[src/rtl/gpr_bank_responder.sv]
// gpr_bank_responder
// Responder side of the stage-to-register-file request/response link.
// Holds the x86 general-purpose register bank and answers NOP/READ/WRITE/XCHG
// commands with one registered response per non-NOP command, held until taken.
module gpr_bank_responder #(
    parameter int                    DATA_WIDTH = 32,
    parameter int                    NUM_REGS   = 8,
    parameter int                    REG_IDX_W  = 4,
    parameter int                    CMD_W      = 2,
    parameter int                    SP_INDEX   = 4,
    parameter logic [DATA_WIDTH-1:0] SP_RESET   = 32'h0000_FFFC
) (
    input  logic                  clk,
    input  logic                  reset,
    input  logic [REG_IDX_W-1:0]  i_reg,
    input  logic [DATA_WIDTH-1:0] i_data,
    input  logic [CMD_W-1:0]      i_cmd,
    input  logic                  i_valid,
    input  logic                  i_res_ready,
    output logic                  o_ready,
    output logic [DATA_WIDTH-1:0] o_data,
    output logic                  o_res_valid,
    output logic                  o_err
);

    localparam int BANK_IDX_W = (NUM_REGS > 1) ? $clog2(NUM_REGS) : 1;

    localparam logic [CMD_W-1:0] CMD_NOP   = CMD_W'(2'b00);
    localparam logic [CMD_W-1:0] CMD_READ  = CMD_W'(2'b01);
    localparam logic [CMD_W-1:0] CMD_WRITE = CMD_W'(2'b10);
    localparam logic [CMD_W-1:0] CMD_XCHG  = CMD_W'(2'b11);

    // One extra bit so the bound itself always fits, whatever NUM_REGS is.
    localparam logic [REG_IDX_W:0] NUM_REGS_BOUND = (REG_IDX_W + 1)'(NUM_REGS);

    typedef enum logic [0:0] {
        ST_IDLE = 1'b0,
        ST_RESP = 1'b1
    } state_t;

    state_t                  state_r;
    state_t                  state_nxt_s;
    logic [DATA_WIDTH-1:0]   bank_r [NUM_REGS];
    logic [DATA_WIDTH-1:0]   data_r;
    logic                    err_r;

    logic                    ready_s;
    logic                    accept_s;
    logic                    resp_accept_s;
    logic                    in_range_s;
    logic                    bank_we_s;
    logic [BANK_IDX_W-1:0]   bank_idx_s;
    logic [DATA_WIDTH-1:0]   rd_data_s;
    logic [DATA_WIDTH-1:0]   resp_data_s;

    // Handshake decode: readiness, accept qualification and bank read port.
    always_comb begin
        ready_s       = 1'b0;
        accept_s      = 1'b0;
        resp_accept_s = 1'b0;
        bank_we_s     = 1'b0;
        rd_data_s     = {DATA_WIDTH{1'b0}};
        in_range_s    = ({1'b0, i_reg} < NUM_REGS_BOUND);
        bank_idx_s    = i_reg[BANK_IDX_W-1:0];

        // Nothing is accepted while reset is applied.
        if (!reset) begin
            ready_s = 1'b0;
        end else begin
            ready_s = (state_r == ST_IDLE) || i_res_ready;
        end

        accept_s      = i_valid && ready_s;
        resp_accept_s = accept_s && (i_cmd != CMD_NOP);
        bank_we_s     = accept_s && in_range_s &&
                        ((i_cmd == CMD_WRITE) || (i_cmd == CMD_XCHG));

        // Out-of-range indices read as zero.
        if (in_range_s) begin
            rd_data_s = bank_r[bank_idx_s];
        end else begin
            rd_data_s = {DATA_WIDTH{1'b0}};
        end
    end

    // Response payload selection for the accepted command.
    always_comb begin
        resp_data_s = {DATA_WIDTH{1'b0}};
        case (i_cmd)
            CMD_READ:  resp_data_s = rd_data_s;
            CMD_WRITE: resp_data_s = i_data;
            CMD_XCHG:  resp_data_s = rd_data_s;
            CMD_NOP:   resp_data_s = {DATA_WIDTH{1'b0}};
            default:   resp_data_s = {DATA_WIDTH{1'b0}};
        endcase
    end

    // Next-state logic: a response stays pending until taken, and a new
    // non-NOP accept in the same cycle keeps the FSM in ST_RESP.
    always_comb begin
        state_nxt_s = state_r;
        case (state_r)
            ST_IDLE: begin
                if (resp_accept_s) begin
                    state_nxt_s = ST_RESP;
                end else begin
                    state_nxt_s = ST_IDLE;
                end
            end
            ST_RESP: begin
                if (resp_accept_s) begin
                    state_nxt_s = ST_RESP;
                end else if (i_res_ready) begin
                    state_nxt_s = ST_IDLE;
                end else begin
                    state_nxt_s = ST_RESP;
                end
            end
            default: state_nxt_s = ST_IDLE;
        endcase
    end

    // State register; reset drops any pending response.
    always_ff @(posedge clk) begin
        if (!reset) begin
            state_r <= ST_IDLE;
        end else begin
            state_r <= state_nxt_s;
        end
    end

    // Register bank: reset image has only ESP non-zero; writes commit at accept.
    always_ff @(posedge clk) begin
        if (!reset) begin
            for (int i = 0; i < NUM_REGS; i++) begin
                if (i == SP_INDEX) begin
                    bank_r[i] <= SP_RESET;
                end else begin
                    bank_r[i] <= {DATA_WIDTH{1'b0}};
                end
            end
        end else if (bank_we_s) begin
            bank_r[bank_idx_s] <= i_data;
        end
    end

    // Response payload registers, only loaded by a non-NOP accept so they
    // stay stable under backpressure.
    always_ff @(posedge clk) begin
        if (!reset) begin
            data_r <= {DATA_WIDTH{1'b0}};
            err_r  <= 1'b0;
        end else if (resp_accept_s) begin
            data_r <= resp_data_s;
            err_r  <= !in_range_s;
        end
    end

    assign o_ready     = ready_s;
    assign o_res_valid = (state_r == ST_RESP);
    assign o_data      = data_r;
    assign o_err       = err_r;

endmodule
[config.mk]
export PLATFORM = sky130hd
export DESIGN_NAME = gpr_bank_responder
export DESIGN_NICKNAME = d
export VERILOG_FILES = /design/src/rtl/gpr_bank_responder.sv
export SDC_FILE = /design/constraint.sdc
export NUM_CORES = 1
export LEC_CHECK = 0
export BUFFER_PORTS_ARGS = -buffer_cell sky130_fd_sc_hd__clkbuf_2
export CORE_MARGIN = 5
export CORE_UTILIZATION = 35
export CTS_CLUSTER_SIZE = 16
export DETAILED_ROUTE_END_ITERATION = 12
export PLACE_DENSITY_LB_ADDON = 0.25
export SYNTH_ARGS = -nofsm -noshare
export SYNTH_HDL_FRONTEND = slang
export SYNTH_SLANG_ARGS = --single-unit
[constraint.sdc]
create_clock -name clk -period 4.7 [get_ports clk]
set_input_delay 0.94 -clock clk [delete_from_list [all_inputs] [get_ports clk]]
set_output_delay 0.94 -clock clk [all_outputs]
set_load 0.02 [all_outputs]
Yosys cells after proc, flatten, opt, wreduce, memory -nomap -nowiden
Memory sizes are Yosys's and may differ from the RTL's.
Cells that the tools add are included.
{"block": "classes", "order_cmp": 1, "n_eq_ne": 3, "n_mux": 14, "n_bitwise": 1, "n_reduce_logical": 11}
{"op": "$pmux 32 s3", "n": 1}
{"op": "$mux 32", "n": 2}
{"op": "$reduce_or 32->1", "n": 1}
{"op": "$mux 1", "n": 9}
{"op": "$eq 2x2->1 const B", "n": 2}
{"op": "$logic_and 1x1->1", "n": 4}
{"op": "$lt 4x4->1 const B", "n": 1}
{"op": "$mux 3", "n": 1}
{"op": "$eq 2x1->1 const B", "n": 1}
{"op": "$logic_not 2->1", "n": 1}
{"op": "$logic_or 1x1->1", "n": 2}
{"op": "$pmux 1 s2", "n": 1}
{"op": "$reduce_bool 2->1", "n": 1}
{"op": "$reduce_or 2->1", "n": 1}
{"op": "$logic_not 1->1", "n": 1}
{"op": "$not 1->1", "n": 1}
{"block": "word_totals", "regBits": 34, "ram_bits": 256, "in_bits": 42, "elab_cells": 34, "mem_count": 1}
{"name": "bank_r", "depth": 8, "width": 32, "rd": 1, "rd_clocked_by_memory_dff": 0, "wr": 8, "line": "43", "rtl": "logic [DATA_WIDTH-1:0] bank_r [NUM_REGS];"}

Depth between registers and ports, before layout
{"block": "depth", "ltp_word": 11, "depth_mapped": 7, "ltp_nobuf": 4}

Least setup slack after synthesis
Ideal clock, no wire load.
{"block": "synth_path", "kind": "in2reg", "from": "input i_reg[0]", "to": "memory bank_r[4][0] (enable)", "setup_ns": 0.466, "arrival_time_ns": 4.007, "required_time_ns": 4.234, "slack_ns": 0.227, "path_stages": 5, "n_path_buf": 3, "path_cell_list": "clkbuf_1 nand4b_1 clkbuf_1 clkbuf_1 o21ai_0"}
{"element": "start, declared", "line": "15", "rtl": "input logic [REG_IDX_W-1:0] i_reg,"}
{"element": "end, declared", "line": "43"}

Worst setup path in the final report
{"block": "layout_path", "from": "input reset", "to": "output o_ready"}
{"block": "layout_between", "elab_chain_len": 1}
{"element": "start, declared", "line": "14", "rtl": "input logic reset,"}
{"element": "$mux 1", "line": "67", "rtl": "if (!reset) begin"}
{"element": "end, declared", "line": "20", "rtl": "output logic o_ready,"}
Every way passes these cells.

==> impl_results.md <==
* Initial antenna violation count at 1
* Grt met1 use at 24.2%
* Synth cell types at 30
* Clock power share at 43.9%
* Crit path from: reset
* Hold Vio Cnt, Final at 0
* Post-synthesis cell area at between 10,000 and 15,000 µm²
* Total die area at around 40,000 µm²
* Final worst slack at 1.89 ns
* Post-Syn Instances at 829
* Count of buffers from port buffering at between 70 and 80
* Placed cell count at about 1,300
* Status: finished, final reports clean
* Synth-to-Final Area Change at 16.6%
* Switch share at around 22%
* P_int at 4.54 mW
* Final number of max-transition violations at 0
* Clk_lat worst skew at around 0.55 ns
* TritonCTS clock tree: yes
* Post-synthesis mux area share at a little under an eighth
* Via count at just over 7,000
* Cell family with most CP delay: buffers and inverters
* Count of clock tree sinks at slightly below 300
* Vias per inst at 5.10
* Synth Warn # at 0
* Post-Synth Adder-Cell Area at 0%
* Final GP Congestion at 0.734
* Required @ worst endpoint at about 3.8 ns
* # rows at 70
* GRT Total Usage at ~16%
* Clk_skew at between 0.01 and 0.015 ns
* Syn nets at around 870
* Worst setup slack after placement at 1.29 ns
* Share of layout cells above drive strength 1 at 24.5%
* RSZ-0062 raised after global routing: false
* First-pass GRT wire length at 50.3 mm
* Hold path cells at 1
* Clk buf depth at 3
* Internal reg-to-reg setup slack at between 2 and 2.5 ns
* Post-CTS Setup Bufs at 0
* Vias in the first global route at approximately 7,500
* Wire per inst at roughly 24 µm
* RR Endpoint: bank_r[0][19]
* Fin Hold WS at around 0.48 ns
* Fin Setup TNS at 0 ns
* Pre-Repair DR Iteration Count at 5
* Synth Area in Compound Gates at roughly 4.1%
* Remaining antenna violation count at 0
* Simple-Gate Fraction of Synth Area at roughly 16%
* DR DRC count at 0
* Fin area at ~15,000 µm²
* Hold worst-path end: o_data[31]
* Worst path slowest cell: clkbuf_2
* I/O Pins at 77
* Total power per unit cell area at ~400 nW/µm²
* Initial DRC Count at 513
* Post-layout nets at 950
* Global route overflow at 0
* Worst path cell trace: clkbuf_2 > and2_1 > clkbuf_2
* Resize count post-CTS at 0
* Worst Path Arrival at 1.87 ns
* Die Height at roughly 200 µm
* Initial core utilization at between 30% and 40%
* Total CTS buffers at 31
* FF-to-FF Start: o_res_valid
* Met2 Use GR at about a quarter
* Final HPWL from detailed placement at between 15 and 20 mm
* VDD IR max at 0.000269 V
* Core box area at 36,300 µm²
* CTS clk-pin slew, worst paths at approximately 0.060 ns
* Worst Setup End Kind: primary output
* Psw at ~1.3 mW
* Met3 usage at 2.25%
* Setup CP Type: primary input to primary output
* Final wirelength at roughly 33 mm
* Critical path's largest stage delay at ~0.48 ns
* Hold Crit Start: o_data[31]
* Slew margin rel. at between 20% and 30%
* Finished Core Util at between 40% and 50%
* Avg Cell Area, Syn at 15.4 µm²
* Hold crit path type: flip-flop to flip-flop
* Period Utilization, post-route at between 50% and 60%
* Worst Path Buf+Inv at 2
* Register area share after synthesis at around two thirds
* Power Total at between 5 and 6 mW
* Largest net degree at the start of global routing at between 40 and 50
* Synth Area in XOR/XNOR at 0%
* Crit. path cell count at 3
* FMAX at between 300 and 400 MHz
* Worst R2R Path Depth at 6
* Hold buffers post-CTS at 0
* CP Launch Type: primary input
* #FFs+latches synth at 290
* Placed Area at approximately 14,000 µm²
* Die width at 201 µm
* Finished Layout Cells at between 1,000 and 1,500
* Most numerous cell on the critical path: clkbuf_2
* Final min period at ~2.8 ns
* H-tree depth at 1
* Setup violators final at 0
* Worst-Margin Slew at between 1 and 1.5 ns
* Leakage at 5.54 nW
* Seq pwr share at 49.8%
* CP Max Fanout at 16
* GR peak layer: met2
* Max_cap viols at 0
* Largest family of logic cells by synthesized area: simple AND/OR/NAND/NOR gates
* Clock Tree Root: clkbuf_16
* Comb pwr share at under 10%
## worst max-delay path by stage
stage	endpoint	slack, ns
CTS	bank_r[6][27]	1.88
floorplan	bank_r[4][0]	0.23
global route	bank_r[6][13]	1.75
finish	o_ready	1.89
detailed placement	bank_r[6][27]	1.29
global placement	bank_r[6][7]	1.33
## final cells by class
| cell class | count | area [µm²] |
|---|---|---|
| Antenna cell | 2 | 5.00 |
| Multi-Input combinational cell | 481 | 4190 |
| Clock inverter | 20 | 224 |
| Fill cell | 3266 | 21500 |
| Clock buffer | 37 | 838 |
| Sequential cell | 290 | 8370 |
| Timing Repair Buffer | 104 | 681 |
| Tap cell | 468 | 586 |
## routing by layer
metal  routed length, µm  vias up  part of all wire (%)
met3                1580       43                   4.8
li1                    -     3268                     -
met1               15400     3674                    47
met5                   0        -                     0
met2               15500      168                    47
met4                 622        0                   1.9
## Yosys cell counts
| cell | count | area share (%) |
|---|---|---|
| a21boi_0 | 1 | 0.059 |
| a21oi_1 | 30 | 1.2 |
| a221o_1 | 30 | 2.4 |
| a22oi_1 | 2 | 0.12 |
| and2_1 | 243 | 12 |
| and3b_1 | 1 | 0.069 |
| buf_12 | 4 | 0.63 |
| buf_2 | 11 | 0.43 |
| buf_4 | 1 | 0.059 |
| buf_6 | 2 | 0.18 |
| clkbuf_1 | 38 | 1.1 |
| clkbuf_4 | 2 | 0.12 |
| dfxtp_1 | 34 | 5.3 |
| edfxtp_1 | 256 | 60 |
| mux2i_1 | 3 | 0.24 |
| mux4_1 | 8 | 1.6 |
| mux4_2 | 56 | 9.9 |
| nand2_1 | 32 | 0.94 |
| nand2b_1 | 34 | 1.7 |
| nand2b_4 | 1 | 0.11 |
| nand4_1 | 2 | 0.098 |
| nand4b_1 | 1 | 0.069 |
| nor2_1 | 6 | 0.18 |
| nor2_2 | 1 | 0.049 |
| nor2b_1 | 3 | 0.15 |
| nor3_1 | 2 | 0.078 |
| nor4b_2 | 1 | 0.12 |
| o21a_1 | 1 | 0.059 |
| o21ai_0 | 9 | 0.35 |
| or3_1 | 14 | 0.69 |
## worst register-to-register path, cell delays in order, from the launching register on
cell and delay [ns]:
dfxtp_1 0.32, nand2b_1 0.18, nand4b_1 0.12, buf_4 0.28
nor3_2 0.16, nand2b_2 0.44, buf_4 0.44
## cell usage in the layout, fill, tap and decap left out
cell type / instances
nand2b_2: 2
buf_4: 22
a21oi_1: 30
nand4_1: 2
buf_12: 7
a22oi_1: 2
nand2_1: 32
buf_2: 1
mux4_2: 56
mux4_1: 8
clkinvlp_4: 2
nor3_2: 2
nor4b_4: 1
or3_1: 14
and2_1: 243
mux2i_1: 3
clkbuf_16: 31
clkbuf_1: 2
nor2b_1: 3
a21boi_0: 1
nand4b_1: 1
diode_2: 2
o21ai_0: 3
dfxtp_1: 34
clkbuf_8: 4
clkinv_2: 8
nor2_2: 6
o21a_1: 1
o21ai_4: 6
bufinv_16: 5
clkinv_1: 5
nand2b_1: 32
clkbuf_2: 74
nand2b_4: 1
a221o_1: 30
edfxtp_1: 256
and3b_1: 1
nor2_1: 1
## kinds of logic after synthesis
group / after synthesis
AOI/OAI and AO/OA: 73
DFF: 290
and+or+nand+nor: 341
muxes: 67
buffers and inverters: 58
## power by group through the flow
stage / Combinational (mW) / Sequential [mW] / Clock [mW]
3_3_place_gp: 0.373 / 2.95 / 0
3_5_place_dp: 0.375 / 2.95 / 0
6_report: 0.366 / 2.90 / 2.55
4_1_cts: 0.376 / 2.90 / 2.60
2_1_floorplan: 0.197 / 2.97 / 0
5_1_grt: 0.397 / 2.90 / 2.71
## registers in the layout, indices dropped and copies added, names as in the netlist
register     cells
bank_r         256
o_data          32
o_err            1
o_res_valid      1
No activity file was read; power rests on OpenSTA's default activity.
